==> config.mk <==
export PLATFORM = sky130hd
export DESIGN_NAME = game_sequencer_flat
export DESIGN_NICKNAME = d
export VERILOG_FILES = /design/src/rtl/game_seq_if.sv /design/src/rtl/game_sequencer.sv /design/src/flat_wrapper.sv
export SDC_FILE = /design/constraint.sdc
export NUM_CORES = 1
export LEC_CHECK = 0
export CAP_MARGIN = 10
export CELL_PAD_IN_SITES_DETAIL_PLACEMENT = 0
export CELL_PAD_IN_SITES_GLOBAL_PLACEMENT = 1
export CORE_MARGIN = 1
export CORE_UTILIZATION = 49
export CTS_CLUSTER_SIZE = 20
export DETAILED_ROUTE_END_ITERATION = 10
export DONT_BUFFER_PORTS = 1
export PLACE_DENSITY = 0.94
export RECOVER_POWER = 25
export SLEW_MARGIN = 20
export SYNTH_ARGS = -nofsm -noshare
export SYNTH_HDL_FRONTEND = slang
export SYNTH_SLANG_ARGS = --single-unit
==> constraint.sdc <==
create_clock -name clk -period 4.25 [get_ports clk]
set_input_delay 0.6375 -clock clk [delete_from_list [all_inputs] [get_ports clk]]
set_output_delay 0.6375 -clock clk [all_outputs]
set_load 0.01 [all_outputs]
==> src/rtl/game_seq_if.sv <==
// Game sequencer bundle: frame tick and buttons in, layer offsets out.
//   frame_tick            one-clk pulse per frame
//   btn_left/btn_right    debounced button levels
//   state                 00 COUNTDOWN, 01 LOGO, 10 HEAD, 11 RUN
//   logo_voffset          logo layer voffset (12-bit signed)
//   head_hoffset          head layer hoffset (12-bit signed)
//   head_voffset          head layer voffset (12-bit signed)
//   coin_loc              coin track position (12-bit signed)
//   coin_wrap             one-clk pulse when coin_loc wraps
// master drives the frame/button side, slave is the sequencer.
interface game_seq_if;
  logic               frame_tick;
  logic               btn_left;
  logic               btn_right;
  logic [1:0]         state;
  logic signed [11:0] logo_voffset;
  logic signed [11:0] head_hoffset;
  logic signed [11:0] head_voffset;
  logic signed [11:0] coin_loc;
  logic               coin_wrap;

  modport master (
    output frame_tick, btn_left, btn_right,
    input  state, logo_voffset, head_hoffset, head_voffset, coin_loc, coin_wrap
  );

  modport slave (
    input  frame_tick, btn_left, btn_right,
    output state, logo_voffset, head_hoffset, head_voffset, coin_loc, coin_wrap
  );
endinterface

==> src/rtl/game_sequencer.sv <==
// Frame-rate game controller for the sprite layer stack.
// Intro: countdown, logo scroll-off, head drop; then play: button-driven
// lane changes with slewed head hoffset and a wrapping coin track.
// Ports:
//   clk  system clock
//   rst  asynchronous active-high reset, returns every output to its start value
//   io   game_seq_if.slave: frame_tick/btn_left/btn_right in, offsets/state out
module game_sequencer #(
  parameter int COUNTDOWN_FRAMES = 5,
  parameter int LOGO_STEP        = 30,
  parameter int LOGO_END         = 640,
  parameter int HEAD_START       = 180,
  parameter int HEAD_STEP        = 17,
  parameter int HEAD_END         = 50,
  parameter int LANE_PX          = 100,
  parameter int LANE_STEP        = 20,
  parameter int COIN_START       = -50,
  parameter int COIN_MAX         = 100
) (
  input logic       clk,
  input logic       rst,
  game_seq_if.slave io
);

  typedef enum logic [1:0] {
    S_COUNTDOWN = 2'b00,
    S_LOGO      = 2'b01,
    S_HEAD      = 2'b10,
    S_RUN       = 2'b11
  } state_t;

  // 13-bit copies of the limits so every saturation compare sees the
  // sign-extended sum rather than a wrapped 12-bit value.
  localparam logic signed [12:0] LOGO_STEP_X = 13'(LOGO_STEP);
  localparam logic signed [12:0] LOGO_END_X  = 13'(LOGO_END);
  localparam logic signed [12:0] HEAD_STEP_X = 13'(HEAD_STEP);
  localparam logic signed [12:0] HEAD_END_X  = 13'(HEAD_END);
  localparam logic signed [12:0] LANE_STEP_X = 13'(LANE_STEP);
  localparam logic signed [12:0] COIN_MAX_X  = 13'(COIN_MAX);

  state_t             st;
  logic [7:0]         cnt;
  logic signed [11:0] logo_v;
  logic signed [11:0] head_v;
  logic signed [11:0] head_h;
  logic signed [11:0] coin;
  logic               wrap;
  logic signed [1:0]  lane;
  logic               btn_left_p0;
  logic               btn_right_p0;

  logic               edge_l;
  logic               edge_r;
  logic signed [12:0] logo_sum;
  logic signed [12:0] head_sum;
  logic signed [12:0] coin_sum;
  logic signed [11:0] target;

  assign edge_l   = io.btn_left  & ~btn_left_p0;
  assign edge_r   = io.btn_right & ~btn_right_p0;
  assign logo_sum = 13'(logo_v) + LOGO_STEP_X;
  assign head_sum = 13'(head_v) - HEAD_STEP_X;
  assign coin_sum = 13'(coin) + 13'sd1;

  always_comb begin
    target = '0;
    if (lane == 2'sb01)      target = 12'(LANE_PX);
    else if (lane == 2'sb11) target = 12'(-LANE_PX);
  end

  // Move cur toward tgt by at most LANE_STEP, landing exactly on tgt.
  function automatic logic signed [11:0] slew(input logic signed [11:0] cur,
                                              input logic signed [11:0] tgt);
    logic signed [12:0] d;
    d = 13'(tgt) - 13'(cur);
    if (d > LANE_STEP_X)       return 12'(13'(cur) + LANE_STEP_X);
    else if (d < -LANE_STEP_X) return 12'(13'(cur) - LANE_STEP_X);
    else                       return tgt;
  endfunction

  always_ff @(posedge clk or posedge rst) begin
    if (rst) begin
      st           <= S_COUNTDOWN;
      cnt          <= 8'(COUNTDOWN_FRAMES);
      logo_v       <= '0;
      head_v       <= 12'(HEAD_START);
      head_h       <= '0;
      coin         <= 12'(COIN_START);
      wrap         <= 1'b0;
      lane         <= '0;
      btn_left_p0  <= 1'b0;
      btn_right_p0 <= 1'b0;
    end else begin
      btn_left_p0  <= io.btn_left;
      btn_right_p0 <= io.btn_right;
      wrap         <= 1'b0;

      // Lane edges act every clk in RUN; simultaneous edges cancel. The slew
      // below reads the old lane, so a coinciding tick still uses the old target.
      if (st == S_RUN && (edge_l ^ edge_r)) begin
        if (edge_l && lane != 2'sb11)      lane <= lane - 2'sd1;
        else if (edge_r && lane != 2'sb01) lane <= lane + 2'sd1;
      end

      if (io.frame_tick) begin
        unique case (st)
          S_COUNTDOWN: begin
            cnt <= cnt - 8'd1;
            if (cnt == 8'd1) st <= S_LOGO;
          end
          S_LOGO: begin
            if (logo_sum >= LOGO_END_X) begin
              logo_v <= 12'(LOGO_END);
              st     <= S_HEAD;
            end else begin
              logo_v <= 12'(logo_sum);
            end
          end
          S_HEAD: begin
            if (head_sum <= HEAD_END_X) begin
              head_v <= 12'(HEAD_END);
              st     <= S_RUN;
            end else begin
              head_v <= 12'(head_sum);
            end
          end
          S_RUN: begin
            head_h <= slew(head_h, target);
            if (coin < 0) begin
              coin <= '0;
            end else if (coin_sum >= COIN_MAX_X) begin
              coin <= '0;
              wrap <= 1'b1;
            end else begin
              coin <= 12'(coin_sum);
            end
          end
          default: st <= S_COUNTDOWN;
        endcase
      end
    end
  end

  assign io.state        = st;
  assign io.logo_voffset = logo_v;
  assign io.head_hoffset = head_h;
  assign io.head_voffset = head_v;
  assign io.coin_loc     = coin;
  assign io.coin_wrap    = wrap;

endmodule

==> src/flat_wrapper.sv <==
// flat-port wrapper written by rule: the top's interface ports become plain ports
module game_sequencer_flat 
#(
  parameter int COUNTDOWN_FRAMES = 5,
  parameter int LOGO_STEP        = 30,
  parameter int LOGO_END         = 640,
  parameter int HEAD_START       = 180,
  parameter int HEAD_STEP        = 17,
  parameter int HEAD_END         = 50,
  parameter int LANE_PX          = 100,
  parameter int LANE_STEP        = 20,
  parameter int COIN_START       = -50,
  parameter int COIN_MAX         = 100
)
  (clk, rst, io_frame_tick, io_btn_left, io_btn_right, io_state, io_logo_voffset, io_head_hoffset, io_head_voffset, io_coin_loc, io_coin_wrap);
  game_seq_if io_i ();
  input logic clk;
  input logic rst;
  input wire logic [$bits(io_i.frame_tick)-1:0] io_frame_tick;
  input wire logic [$bits(io_i.btn_left)-1:0] io_btn_left;
  input wire logic [$bits(io_i.btn_right)-1:0] io_btn_right;
  output wire logic [$bits(io_i.state)-1:0] io_state;
  output wire logic [$bits(io_i.logo_voffset)-1:0] io_logo_voffset;
  output wire logic [$bits(io_i.head_hoffset)-1:0] io_head_hoffset;
  output wire logic [$bits(io_i.head_voffset)-1:0] io_head_voffset;
  output wire logic [$bits(io_i.coin_loc)-1:0] io_coin_loc;
  output wire logic [$bits(io_i.coin_wrap)-1:0] io_coin_wrap;
  assign io_i.frame_tick = io_frame_tick;
  assign io_i.btn_left = io_btn_left;
  assign io_i.btn_right = io_btn_right;
  assign io_state = io_i.state;
  assign io_logo_voffset = io_i.logo_voffset;
  assign io_head_hoffset = io_i.head_hoffset;
  assign io_head_voffset = io_i.head_voffset;
  assign io_coin_loc = io_i.coin_loc;
  assign io_coin_wrap = io_i.coin_wrap;
  game_sequencer #(.COUNTDOWN_FRAMES(COUNTDOWN_FRAMES), .LOGO_STEP(LOGO_STEP), .LOGO_END(LOGO_END), .HEAD_START(HEAD_START), .HEAD_STEP(HEAD_STEP), .HEAD_END(HEAD_END), .LANE_PX(LANE_PX), .LANE_STEP(LANE_STEP), .COIN_START(COIN_START), .COIN_MAX(COIN_MAX)) u_core (.clk(clk), .rst(rst), .io(io_i));
endmodule
==> results.json <==
{
  "drive_gt1_share_pct": 11.06,
  "syn_area_per_cell_um2": 8.113,
  "grt_pass1_wl_um": 20410,
  "ioPinCount": 56,
  "grt_overflow": 0,
  "final_cell_mix": "nand2_1 (63), o21ai_0 (63), nor2_1 (47), dfrtp_1 (45), a21oi_1 (26)",
  "drtAntennaViolNets": 0,
  "area_growth_syn_to_layout_pct": 5.914,
  "cts.reportedPaths.clkPinSlew_ns": 0.08,
  "regToRegEndpoint": "u_core.io.head_hoffset[4]",
  "power_mw": 4.491,
  "yosysWarnings": 0,
  "ff2ff_path_depth": 11,
  "die_x_um": 102.1,
  "die-area_um2": 10420,
  "fp.coreArea_um2": 9729,
  "fin_area_um2": 5199,
  "peakVddDrop_mv": 0.5385,
  "setup_viol": 0,
  "ys_seq_area_share_pct": 30.97,
  "endpoint_kind": "register",
  "grt_usage_pct": 24.65,
  "drv_cap": 1,
  "cts_root_buf": "clkbuf_8",
  "initial_utilization_pct": 50.45,
  "synth_edf_count": 0,
  "period_needed_ns": 3.960,
  "cp_data_arrival_time_ns": 4.19,
  "cts_buffers": 9,
  "criticalPathCategory": "reg -> reg",
  "h-tree-depth": 3,
  "crit_chain": "inv_1 -> ha_1 -> a21o_1 -> a2111oi_2 -> or4_1 -> o211a_1 -> o211ai_1 -> a2111oi_4 -> nor2_4 -> a221o_1 -> a22o_1",
  "cts_tree": "built",
  "cts_hold_buf": 0,
  "worstSetupStartpointType": "register",
  "hold_viol": 0,
  "n_fill_cell": 964,
  "synthArstFlopShare_pct": 100.0,
  "power.leakage_nw": 2.043,
  "hold_path.class": "in -> async",
  "dp_cells": 714,
  "routabilityCongestion": 0.9518,
  "dpl_cell_area_um2": 4977,
  "finalCritPeriodShare_pct": 93.18,
  "cts_max_path_buffers": 2,
  "drtIter0Drc": 319,
  "rsz0062_at_grt": "no",
  "cp.required_ns": 4.48,
  "max_stage_delay_ns": 0.66,
  "synth.distinct_cells": 78,
  "viasPerCell": 6.245,
  "relSlewSlack_pct": -67.53,
  "nNetsFinal": 618,
  "insertedDiodeCount": 0,
  "clkLatencyLatePin_ns": 0.34,
  "grt_pass1_vias": 4307,
  "portBuffers": 0,
  "crit_path_max_fanout": 10,
  "postSynthCellCount": 605,
  "synth-seq-cells": 60,
  "violations": "max-capacitance violations, max-slew violations",
  "num_vias": 4559,
  "chipHeight_um": 102.1,
  "fin_cells": 730,
  "powerDensity_nw_per_um2": 863.9,
  "wl_per_cell_um": 16.78,
  "rows": 36,
  "drt_pre_antenna_iters": 4,
  "regToRegSetupSlack_ns": 0.29,
  "tightest_slew_ns": 2.513,
  "fin_tns_setup_ns": 0,
  "place_hpwl_um": 8878,
  "r2r_start": "u_core.io.head_hoffset[3]",
  "cts_sinks": 60,
  "fmax_mhz": 252.5,
  "antenna_found_initial": 0,
  "fin_skew_ns": 0.01138,
  "grt_max_degree": 46,
  "slew_viol_final": 46,
  "netlist_area_um2": 4908,
  "crit_slowest_cell": "a2111oi_4",
  "status": "finished, violations left",
  "routed_wl_um": 12250,
  "synth-main-ff-cell": "dfrtp_1",
  "drc": 0
}
-- kinds of logic after synthesis --
family / Yosys count / synth area share (%)
compound gates: 192 / 27.05
xor+xnor: 28 / 4.996
fa+ha+maj: 21 / 5.353
buf+inv: 59 / 5.353
flops: 60 / 30.97
mux: 6 / 1.275
other cells: 1 / 0.07640
simple gates: 238 / 24.93
-- registers in the layout, indices dropped and copies added (netlist names) --
signal                  cells
u_core.io.head_voffset     12
u_core.lane                 2
u_core.io.head_hoffset     10
u_core.io.coin_wrap         1
u_core.btn_right_p0         1
u_core.io.state             2
u_core.io.coin_loc         12
u_core.btn_left_p0          1
u_core.cnt                  8
u_core.io.logo_voffset     11
-- through the flow --
step | hold slack (ns) | utilization (%) | setup slack (ns)
after global routing | 0.2823 | 53.43 | 0.02625
after floorplan | 0.4426 | - | 0.8357
after detailed placement | 0.4744 | 51.16 | 0.3260
final | 0.2454 | 53.43 | 0.2896
after CTS | 0.1247 | 53.45 | 0.3122
after global placement | 0.4699 | 51.16 | 0.4372
-- Yosys cell counts, types with 8 or more instances --
master	n	area share (%)
a21oi_1	26	2.7
a31oi_1	8	1.0
and2_1	8	1.0
clkbuf_1	21	1.6
dfrtp_1	45	23
dfstp_2	15	8.0
ha_1	21	5.4
inv_1	23	1.8
nand2_1	63	4.8
nand2b_1	14	1.8
nand3_1	17	1.7
nor2_1	47	3.6
nor2b_1	12	1.5
nor3_1	16	1.6
nor4_1	10	1.3
o211ai_1	12	1.8
o21a_1	8	1.2
o21ai_0	63	6.4
o31ai_1	8	1.2
or3_1	14	1.8
xnor2_1	20	3.6
xor2_1	8	1.4
-- worst max-delay path by stage --
stage	from	cells after the start	slack, ns	end
2_1_floorplan	u_core.io.head_hoffset[3]	12	0.84	u_core.io.head_hoffset[4]
3_3_place_gp	u_core.io.head_hoffset[3]	11	0.44	u_core.io.head_hoffset[4]
3_5_place_dp	u_core.io.head_hoffset[3]	11	0.33	u_core.io.head_hoffset[4]
4_1_cts	u_core.io.head_hoffset[3]	11	0.31	u_core.io.head_hoffset[4]
5_1_grt	u_core.io.head_hoffset[3]	11	0.03	u_core.io.head_hoffset[3]
6_report	u_core.io.head_hoffset[3]	11	0.29	u_core.io.head_hoffset[4]
-- layout make-up --
class                   instances  area (µm²)  share of cell area, %
repair buffers                  9       63.81                  1.227
well taps                     133       166.4                  3.201
clock inverters                 7       98.84                  1.901
multi-input cells             488        3136                  60.31
flip-flops and latches         60        1520                  29.24
inverters                      24       90.09                  1.733
clock buffers                   9       123.9                  2.383
-- worst max-delay path, delay by kind of cell (launching register included) --
kind	cells	cell delay (ns)
compound gates	7	2.28
fa+ha+maj	1	0.39
buf+inv	1	0.19
simple gates	2	0.38
flops	1	0.60
-- layer usage --
layer  share of wire [%]  up-vias  GRT usage [%]  wire length, µm
li1                    -     2199              -                -
met3                 5.3       29          4.720              653
met5                   0        -              0                0
met2                  47      157          39.96             5742
met4                 3.3        0          11.43              405
met1                  44     2174          31.85             5444
-- repair_timing --
| item | 4_1_cts | 5_1_grt |
|---|---|---|
| gates resized for setup | 0 | 1 |
| endpoints found under the setup margin | 0 | 2 |
| buffers inserted | 0 | 0 |
-- where the power goes --
part           total (mW)  leakage [nW]  switching (mW)  internal, mW
logic                2.65          1.23            1.61          1.05
clock network       0.586         0.110           0.253         0.333
registers            1.25         0.701           0.456         0.795
total                4.49          2.04            2.32          2.17
No activity file was read; power rests on OpenSTA's default activity.
